===== src/rtl/trace_recorder_if.sv =====
// Readout stream of the trace recorder: valid/ready handshake carrying one
// captured entry per beat, with a last-beat marker.
interface trace_recorder_if #(
  parameter int DATA_W = 64
) ();
  logic              rd_valid;
  logic              rd_ready;
  logic [DATA_W-1:0] rd_data;
  logic              rd_last;

  modport master (output rd_valid, output rd_data, output rd_last, input rd_ready);
  modport slave  (input rd_valid, input rd_data, input rd_last, output rd_ready);
endinterface


===== src/rtl/trace_recorder.sv =====
// Multi-channel trace capture buffer with pre/post-trigger window and streamed readout.
// Optional TRACE_TIMESTAMP_EN stores a 16-bit cycle stamp in the MSBs of each entry.
module trace_recorder #(
  parameter int NUM_CH    = 4,
  parameter int CH_W      = 16,
  parameter int DEPTH     = 64,
  parameter int POST_TRIG = 32
) (
  input  logic                         clk,
  input  logic                         rst,
  input  logic                         sample_en,
  input  logic [NUM_CH*CH_W-1:0]       ch_data,
  input  logic                         arm,
  input  logic                         trig,
  input  logic                         abort,
  input  logic                         start_rd,
  trace_recorder_if.master             rd,
  output logic [2:0]                   state,
  output logic [$clog2(DEPTH+1)-1:0]   entry_cnt,
  output logic [$clog2(DEPTH+1)-1:0]   trig_pos
);

  localparam int SAMPLE_W = NUM_CH * CH_W;
`ifdef TRACE_TIMESTAMP_EN
  localparam int TS_W     = 16;
  localparam int DW       = SAMPLE_W + TS_W;
`else
  localparam int DW       = SAMPLE_W;
`endif
  localparam int AW       = $clog2(DEPTH);
  localparam int CW       = $clog2(DEPTH + 1);
  localparam int PW       = $clog2(POST_TRIG + 1);

  typedef enum logic [2:0] {
    S_IDLE  = 3'd0,
    S_ARMED = 3'd1,
    S_POST  = 3'd2,
    S_DONE  = 3'd3,
    S_READ  = 3'd4
  } state_e;

  state_e          state_q,     state_d;
  logic [AW-1:0]   wr_ptr_q,    wr_ptr_d;
  logic [AW-1:0]   rd_ptr_q,    rd_ptr_d;
  logic [CW-1:0]   entry_cnt_q, entry_cnt_d;
  logic [CW-1:0]   trig_pos_q,  trig_pos_d;
  logic [CW-1:0]   remaining_q, remaining_d;
  logic [PW-1:0]   post_cnt_q,  post_cnt_d;
  logic            rd_valid_q,  rd_valid_d;
  logic            rd_last_q,   rd_last_d;
  logic [DW-1:0]   rd_data_q,   rd_data_d;

  logic [DW-1:0]   mem [DEPTH];
  logic            mem_we;
  logic [DW-1:0]   mem_wdata;
  logic            rd_xfer;

`ifdef TRACE_TIMESTAMP_EN
  logic [TS_W-1:0] ts_q, ts_d;

  assign ts_d      = ts_q + TS_W'(1);
  assign mem_wdata = {ts_q, ch_data};
`else
  assign mem_wdata = ch_data;
`endif

  assign rd_xfer = rd_valid_q & rd.rd_ready;

  always_comb begin
    state_d     = state_q;
    wr_ptr_d    = wr_ptr_q;
    rd_ptr_d    = rd_ptr_q;
    entry_cnt_d = entry_cnt_q;
    trig_pos_d  = trig_pos_q;
    remaining_d = remaining_q;
    post_cnt_d  = post_cnt_q;
    rd_valid_d  = rd_valid_q;
    rd_last_d   = rd_last_q;
    rd_data_d   = rd_data_q;
    mem_we      = 1'b0;

    if (abort) begin
      state_d    = S_IDLE;
      rd_valid_d = 1'b0;
      rd_last_d  = 1'b0;
    end else begin
      unique case (state_q)
        S_IDLE: begin
          if (arm) begin
            wr_ptr_d    = '0;
            entry_cnt_d = '0;
            post_cnt_d  = '0;
            state_d     = S_ARMED;
          end
        end

        S_ARMED, S_POST: begin
          if (sample_en) begin
            mem_we   = 1'b1;
            wr_ptr_d = wr_ptr_q + AW'(1);
            if (entry_cnt_q != CW'(DEPTH)) entry_cnt_d = entry_cnt_q + CW'(1);
          end
          // The sample written in the trigger cycle is already post-trigger sample 1.
          if (state_q == S_ARMED) begin
            if (trig) begin
              post_cnt_d = sample_en ? PW'(1) : '0;
              state_d    = S_POST;
            end
          end else if (sample_en) begin
            post_cnt_d = post_cnt_q + PW'(1);
          end
          if (state_d == S_POST && post_cnt_d == PW'(POST_TRIG)) begin
            state_d    = S_DONE;
            trig_pos_d = entry_cnt_d - CW'(POST_TRIG);
          end
        end

        S_DONE: begin
          if (start_rd) begin
            state_d     = S_READ;
            rd_ptr_d    = (entry_cnt_q == CW'(DEPTH)) ? wr_ptr_q : '0;
            remaining_d = entry_cnt_q;
          end
        end

        S_READ: begin
          // Output register refills whenever it is empty or being drained this cycle.
          if (rd_xfer && rd_last_q) begin
            state_d    = S_IDLE;
            rd_valid_d = 1'b0;
            rd_last_d  = 1'b0;
          end else if ((!rd_valid_q || rd.rd_ready) && remaining_q != '0) begin
            rd_valid_d  = 1'b1;
            rd_data_d   = mem[rd_ptr_q];
            rd_last_d   = (remaining_q == CW'(1));
            rd_ptr_d    = rd_ptr_q + AW'(1);
            remaining_d = remaining_q - CW'(1);
          end else if (rd_xfer) begin
            rd_valid_d = 1'b0;
          end
        end

        default: state_d = S_IDLE;
      endcase
    end
  end

  // NOTE: sequential state uses non-blocking assignments only, so every flop
  // samples the pre-edge value of its neighbours regardless of block order.
  always_ff @(posedge clk or negedge rst) begin
    if (!rst) begin
      state_q     <= S_IDLE;
      wr_ptr_q    <= '0;
      rd_ptr_q    <= '0;
      entry_cnt_q <= '0;
      trig_pos_q  <= '0;
      remaining_q <= '0;
      post_cnt_q  <= '0;
      rd_valid_q  <= 1'b0;
      rd_last_q   <= 1'b0;
      rd_data_q   <= '0;
`ifdef TRACE_TIMESTAMP_EN
      ts_q        <= '0;
`endif
    end else begin
      state_q     <= state_d;
      wr_ptr_q    <= wr_ptr_d;
      rd_ptr_q    <= rd_ptr_d;
      entry_cnt_q <= entry_cnt_d;
      trig_pos_q  <= trig_pos_d;
      remaining_q <= remaining_d;
      post_cnt_q  <= post_cnt_d;
      rd_valid_q  <= rd_valid_d;
      rd_last_q   <= rd_last_d;
      rd_data_q   <= rd_data_d;
`ifdef TRACE_TIMESTAMP_EN
      ts_q        <= ts_d;
`endif
    end
  end

  // NOTE: the capture memory has no reset; entry_cnt alone defines which
  // entries are meaningful, and leaving it unreset lets it map onto RAM.
  always_ff @(posedge clk) begin
    if (mem_we) mem[wr_ptr_q] <= mem_wdata;
  end

  assign rd.rd_valid = rd_valid_q;
  assign rd.rd_last  = rd_last_q;
  assign rd.rd_data  = rd_data_q;
  assign state       = state_q;
  assign entry_cnt   = entry_cnt_q;
  assign trig_pos    = trig_pos_q;

endmodule


===== src/flat_wrapper.sv =====
// flat-port wrapper written by rule: the top's interface ports become plain ports
module trace_recorder_flat 
#(
  parameter int NUM_CH    = 4,
  parameter int CH_W      = 16,
  parameter int DEPTH     = 64,
  parameter int POST_TRIG = 32
)
  (clk, rst, sample_en, ch_data, arm, trig, abort, start_rd, state, entry_cnt, trig_pos, rd_rd_valid, rd_rd_data, rd_rd_last, rd_rd_ready);
  trace_recorder_if #(.DATA_W(((NUM_CH * CH_W)))) rd_i ();
  input  logic clk;
  input  logic rst;
  input  logic sample_en;
  input  logic [NUM_CH*CH_W-1:0] ch_data;
  input  logic arm;
  input  logic trig;
  input  logic abort;
  input  logic start_rd;
  output logic [2:0] state;
  output logic [$clog2(DEPTH+1)-1:0] entry_cnt;
  output logic [$clog2(DEPTH+1)-1:0] trig_pos;
  output wire logic [$bits(rd_i.rd_valid)-1:0] rd_rd_valid;
  output wire logic [$bits(rd_i.rd_data)-1:0] rd_rd_data;
  output wire logic [$bits(rd_i.rd_last)-1:0] rd_rd_last;
  input wire logic [$bits(rd_i.rd_ready)-1:0] rd_rd_ready;
  assign rd_rd_valid = rd_i.rd_valid;
  assign rd_rd_data = rd_i.rd_data;
  assign rd_rd_last = rd_i.rd_last;
  assign rd_i.rd_ready = rd_rd_ready;
  trace_recorder #(.NUM_CH(NUM_CH), .CH_W(CH_W), .DEPTH(DEPTH), .POST_TRIG(POST_TRIG)) u_core (.clk(clk), .rst(rst), .sample_en(sample_en), .ch_data(ch_data), .arm(arm), .trig(trig), .abort(abort), .start_rd(start_rd), .rd(rd_i), .state(state), .entry_cnt(entry_cnt), .trig_pos(trig_pos));
endmodule

===== config.mk =====
export PLATFORM = sky130hd
export DESIGN_NAME = trace_recorder_flat
export DESIGN_NICKNAME = d
export VERILOG_FILES = /design/src/rtl/trace_recorder_if.sv /design/src/rtl/trace_recorder.sv /design/src/flat_wrapper.sv
export SDC_FILE = /design/constraint.sdc
export NUM_CORES = 2
export LEC_CHECK = 0
export BUFFER_PORTS_ARGS = -buffer_cell sky130_fd_sc_hd__buf_2
export CAP_MARGIN = 20
export CORE_UTILIZATION = 30
export CTS_CLUSTER_SIZE = 10
export DETAILED_ROUTE_END_ITERATION = 6
export SKIP_CTS_REPAIR_TIMING = 1
export SYNTH_ARGS = -nofsm -noshare
export SYNTH_HDL_FRONTEND = slang
export SYNTH_SLANG_ARGS = --single-unit

===== constraint.sdc =====
create_clock -name clk -period 6.78 [get_ports clk]
set_input_delay 0.678 -clock clk [delete_from_list [all_inputs] [get_ports clk]]
set_output_delay 0.678 -clock clk [all_outputs]
set_load 0.05 [all_outputs]

Yosys cells after proc, flatten, opt, wreduce, memory -nomap -nowiden:

Memories as Yosys holds them, arrays and structs flattened. A register that Yosys moved wholly into a read port is not among the register bits.
Cells that the tools add are included.

* $add $sub $neg: 6
* equal/unequal tests: 17
* multiplexer cells: 49
* bitwise operators: 3
* reduce and logical (&&, ||, !) cells: 22

Operator list (count)
* 6-bit two-way mux: 11
* 7-bit two-way mux: 8
* 6-bit case mux with 2 select lines: 3
* 7-bit case mux with 2 select lines: 2
* 3-bit two-way mux: 9
* 6-bit by 1-bit adder with 6-bit output, second input constant: 3
* 1-bit two-way mux: 15
* 3-bit case mux with 4 select lines: 1
* 3-bit by 2-bit equality test with 1-bit output, second input constant: 3
* 3-bit AND reduction: 3
* 2-bit != test, second input constant: 4
* 4-bit AND reduction: 2
* 7-bit by 1-bit adder with 7-bit output, second input constant: 1
* 7-bit by 1-bit equality test with 1-bit output, second input constant: 1
* 7-bit equality test, second input constant: 1
* 7-bit != test, second input constant: 1
* 7-bit nonzero test: 1
* 7-bit by 1-bit subtractor with 7-bit output, second input constant: 1
* 7-bit by 6-bit subtractor with 7-bit output, second input constant: 1
* 6-bit equality test, second input constant: 1
* 3-bit != test, second input constant: 2
* 2-bit nonzero test: 3
* 5-bit AND reduction: 1
* 2-bit AND reduction: 2
* other kinds (13): 17

* bits in registers: 44
* bits in writable memories: 4096
* input port bits: 72
* output and inout bits: 83
* word-level logic and storage cells: 107
* memories: 1

Memories
* u_core.mem: depth 64, width 64, rd ports 1, clocked after memory_dff 1, write ports 1, line trace_recorder.sv:53 `logic [DW-1:0] mem [DEPTH];`

Logic depth before layout (Yosys ltp):

* depth after elaboration: 10
* depth in mapped cells: 12
* mapped depth without buffers: 7

Least setup slack after synthesis:

No wires, ideal clock.

* path kind: register to register
* start: register u_core.state_q[1], in the netlist u_core.state[1]
* end: memory u_core.mem[62][0] (netlist name) (enable)
* library setup time: 0.487 ns
* arrival: 4.673 ns
* data required time: 6.293 ns
* setup slack: 1.621 ns
* cell stages (with the launch flop): 8
* path buffers: 2
* clock period less this slack: 5.159 ns
* path through: dfrtp_1 buf_2 xor2_1 and2_1 clkbuf_1 and3_1 nand3_1 nor2_1

* word-level cells in the longest chain between the ends: 6
* elaborated cells on any way between the ends: 7
* classes of those cells: 2 x eq/ne; 4 x mux; 1 x reduce/logical

RTL lines
* from (decl): line trace_recorder.sv:42 `state_e state_q, state_d;`
* from (signal assigned): line trace_recorder.sv:166 `state_q <= state_d;`
* 3-bit by 2-bit equality test with 1-bit output or 3-bit by 1-bit equality test with 1-bit output (tied branches): line trace_recorder.sv:87 `unique case (state_q)`
* 2-bit OR reduction *: line trace_recorder.sv:87
* 1-bit two-way mux *: line trace_recorder.sv:87
* 1-bit two-way mux *: line trace_recorder.sv:82 `if (abort) begin`
* 1-bit two-way mux *: line trace_recorder.sv:185 `if (mem_we) mem[wr_ptr_q] <= mem_wdata;`
* 1-bit two-way mux (implied by the code) *: line trace_recorder.sv:185
* to (decl): line trace_recorder.sv:53

Every way passes the cells marked *; elsewhere a longest branch is shown, timed or not.

==> flow_summary.json <==
{
  "first_global_vias": 81522,
  "grt_max_degree": 118,
  "cts-root-buf": "clkbuf_16",
  "vias": 81231,
  "required_ns": 7.65,
  "htree_levels": 5,
  "die_w_um": 735,
  "io_buffer_count": 154,
  "die_area_um2": 540000,
  "grt_usage_pct": 16.4,
  "p_per_area_nw_per_um2": 310,
  "final_cell_area_um2": 185000,
  "cts.sinks": 4204,
  "drive_above_1_share_pct": 23.0,
  "clockBufferDepth": 4,
  "antenna_found_initial": 50,
  "drc": 0,
  "syn_avg_cell_area_um2": 21.5,
  "yosysWarningCount": 0,
  "syn_area_um2": 161000,
  "synthSimpleGateAreaFrac_pct": 1.68,
  "worstReg2RegStart": "u_core.rd_ptr_q[1]$_DFFE_PN0P_",
  "grt_first_pass_wirelength_um": 639000,
  "start_util_pct": 30.2,
  "wl_per_cell_um": 29.8,
  "clk_latency_ns": 1.01,
  "drv_slew": 0,
  "reg2regPathDepth": 8,
  "netlist_instances": 7491,
  "cp_max_fo": 94,
  "critPathLaunchType": "flop",
  "seq_area_frac_synth_pct": 78.0,
  "maxCapViolCount": 0,
  "clock_skew_ns": 0.0831,
  "placementRows": 268,
  "area_growth_pct": 15.1,
  "synthTopCellsByArea": "edfxtp_1 76%, mux4_2 11%, mux2i_1 3.5%",
  "worst-slew-pin-transition_ns": 1.32,
  "dp_hpwl_um": 263000,
  "r2r_end": "u_core.rd.rd_data[16]$_DFFE_PN0P_",
  "relSlewSlack_pct": 10.1,
  "first_iter_violations": 11521,
  "post-synth-top-area-fraction_pct": 76.3,
  "post-route-util_pct": 34.7,
  "status": "finished, final reports clean",
  "endpoint": "u_core.rd.rd_data[16]$_DFFE_PN0P_",
  "cts_buffers": 463,
  "synth_top_family_by_area": "multiplexers",
  "hold_ws_ns": 0.0361,
  "clkSlewWorstSetupHoldPaths_ns": 0.06,
  "die_h_um": 735,
  "grt-ovfl-total": 0,
  "synth-edff-count": 4096,
  "drt-total-wl_um": 460000,
  "placed_cell_area_um2": 172000,
  "coreArea_um2": 534000,
  "synthAdderAreaFrac_pct": 0.0621,
  "async_reset_ff_share_pct": 2.57,
  "setup_viol": 0,
  "hold_viol_final": 0,
  "critPathArrivalTime_ns": 5.66,
  "nNetsFinal": 8056,
  "crit_path_start": "u_core.rd_ptr_q[1]$_DFFE_PN0P_",
  "synth_compound_area_share_pct": 3.55,
  "cts_tree": "done",
  "ir_drop_v": 0.000298,
  "viasPerCell": 5.26,
  "worstSetupPathType": "flop to flop",
  "synth_top_area_cell": "edfxtp_1",
  "fmaxAchievable_ghz": 0.208,
  "place_congestion": 0.825,
  "synth_xor_area_share_pct": 0.0598,
  "p_leak_nw": 55.8,
  "fin_tns_setup_ns": 0,
  "min_period_over_period_pct": 70.8,
  "ys_seq_elements": 4204,
  "finalCriticalPeriod_ns": 4.80,
  "first_pass_iters": 6,
  "synth_ff_type": "edfxtp_1",
  "ant_nets": 0,
  "io_pins": 155,
  "min_path_type": "primary input to flop",
  "fillers": 49196,
  "dp_cells": 14661,
  "yosysUniqueCellTypes": 67,
  "worstSetupEndpointType": "flop",
  "synth_nets": 7571,
  "rsz0062_at_grt": "no",
  "r2r_setup_slack_ns": 1.98,
  "stdcell_count": 15435,
  "muxShareOfSynthArea_pct": 15.1
}
flip-flops by register name, indices dropped and copies added (netlist names):
name	flops
u_core.entry_cnt	7
u_core.wr_ptr_q	6
u_core.rd.rd_last	1
u_core.rd.rd_valid	1
u_core.state	3
u_core.mem	4096
u_core.rd.rd_data	64
u_core.post_cnt_q	6
u_core.remaining_q	7
u_core.rd_ptr_q	6
u_core.trig_pos	7
routing by layer:
| metal | wire, µm | GRT usage, % | part of all wire, % |
|---|---|---|---|
| met2 | 219000 | 26.7 | 48 |
| met1 | 182000 | 22.4 | 40 |
| met4 | 12100 | 4.23 | 2.6 |
| met5 | 104 | 0 | 0.023 |
| met3 | 46400 | 3.53 | 10 |
layout by cell type, fill, tap and decap left out, types with 75 or more instances in the layout:
cell and instances:
a211oi_1 76, a21oi_1 95, a22oi_1 154, buf_2 155, buf_4 251, clkbuf_1 253, clkbuf_16 468, dfrtp_1 103
edfxtp_1 4096, mux2i_1 564, mux4_2 823, nand2_1 147, nand3_1 75, nor2_1 137, o21ai_0 79, o22ai_1 81
per-stage QoR:
stage	setup slack (ns)	total power, mW
after CTS	1.98	57.8
after global routing	1.88	59.0
after detailed placement	2.01	35.4
final	1.98	57.5
after global placement	1.75	35.3
after floorplan	1.62	33.0
cells in the mapped netlist, types with 11 or more instances:
| cell | instances |
|---|---|
| a2111oi_0 | 65 |
| a211o_1 | 18 |
| a211oi_1 | 76 |
| a21oi_1 | 95 |
| a221oi_1 | 22 |
| a22oi_1 | 154 |
| a311oi_1 | 14 |
| a31oi_1 | 20 |
| a32oi_1 | 25 |
| and2_1 | 14 |
| and3_1 | 11 |
| buf_1 | 19 |
| buf_2 | 150 |
| buf_4 | 70 |
| buf_6 | 40 |
| clkbuf_1 | 166 |
| dfrtp_1 | 108 |
| edfxtp_1 | 4096 |
| inv_1 | 11 |
| mux2_2 | 14 |
| mux2i_1 | 564 |
| mux4_2 | 823 |
| nand2_1 | 151 |
| nand3_1 | 75 |
| nand4_1 | 19 |
| nor2_1 | 205 |
| nor2b_1 | 43 |
| nor3_1 | 29 |
| o211ai_1 | 16 |
| o21ai_0 | 79 |
| o21ai_1 | 51 |
| o221ai_1 | 39 |
| o22ai_1 | 81 |
| o31ai_1 | 25 |
power by group:
group	total, mW	switching [mW]	internal, mW	leakage (nW)
Clock	22.6	9.79	12.8	6.32
Combinational	6.04	3.79	2.25	11.2
Sequential	28.9	0.253	28.6	38.3
layout make-up:
class / count / area [µm²] / area share (%)
Antenna cell: 13 / 32.5 / 0.0175
Clock buffer: 725 / 12700 / 6.86
Clock inverter: 31 / 502 / 0.271
Inverter: 11 / 43.8 / 0.0236
Multi-Input combinational cell: 2831 / 33700 / 18.2
Sequential cell: 4204 / 126000 / 67.8
Tap cell: 7155 / 8950 / 4.83
Timing Repair Buffer: 465 / 3840 / 2.07
worst min path at each step:
stage                                        start                                 to  slack [ns]  cells after the start
floorplan                                      rst    u_core.entry_cnt[0]$_DFFE_PN0P_        0.38                      0
global placement    u_core.trig_pos[2]$_DFFE_PN0P_     u_core.trig_pos[2]$_DFFE_PN0P_        0.46                      1
detailed placement  u_core.trig_pos[2]$_DFFE_PN0P_     u_core.trig_pos[2]$_DFFE_PN0P_        0.47                      1
CTS                                            rst  u_core.remaining_q[4]$_DFFE_PN0P_       -0.18                      1
global route                           rd_rd_ready     u_core.rd.rd_valid$_DFFE_PN0P_        0.02                      3
finish                                 rd_rd_ready     u_core.rd.rd_valid$_DFFE_PN0P_        0.04                      3
worst max-delay path, stage by stage, from the launching register on:
cell	delay [ns]
dfrtp_4	1.07
buf_12	0.47
buf_4	0.68
mux4_2	0.60
mux2i_1	0.15
nor2_1	0.07
a2111oi_0	1.01
a311o_1	0.23
nand3_1	0.08
cell families after synthesis:
logic type | Yosys count
multiplexers | 1408
buffers and inverters | 456
AO/OA/AOI/OAI | 817
flip-flops | 4204
XOR/XNOR | 11
AND/OR/NAND/NOR | 587
adder cells (fa/ha/maj) | 8
Power figures use the tool's default switching activity.
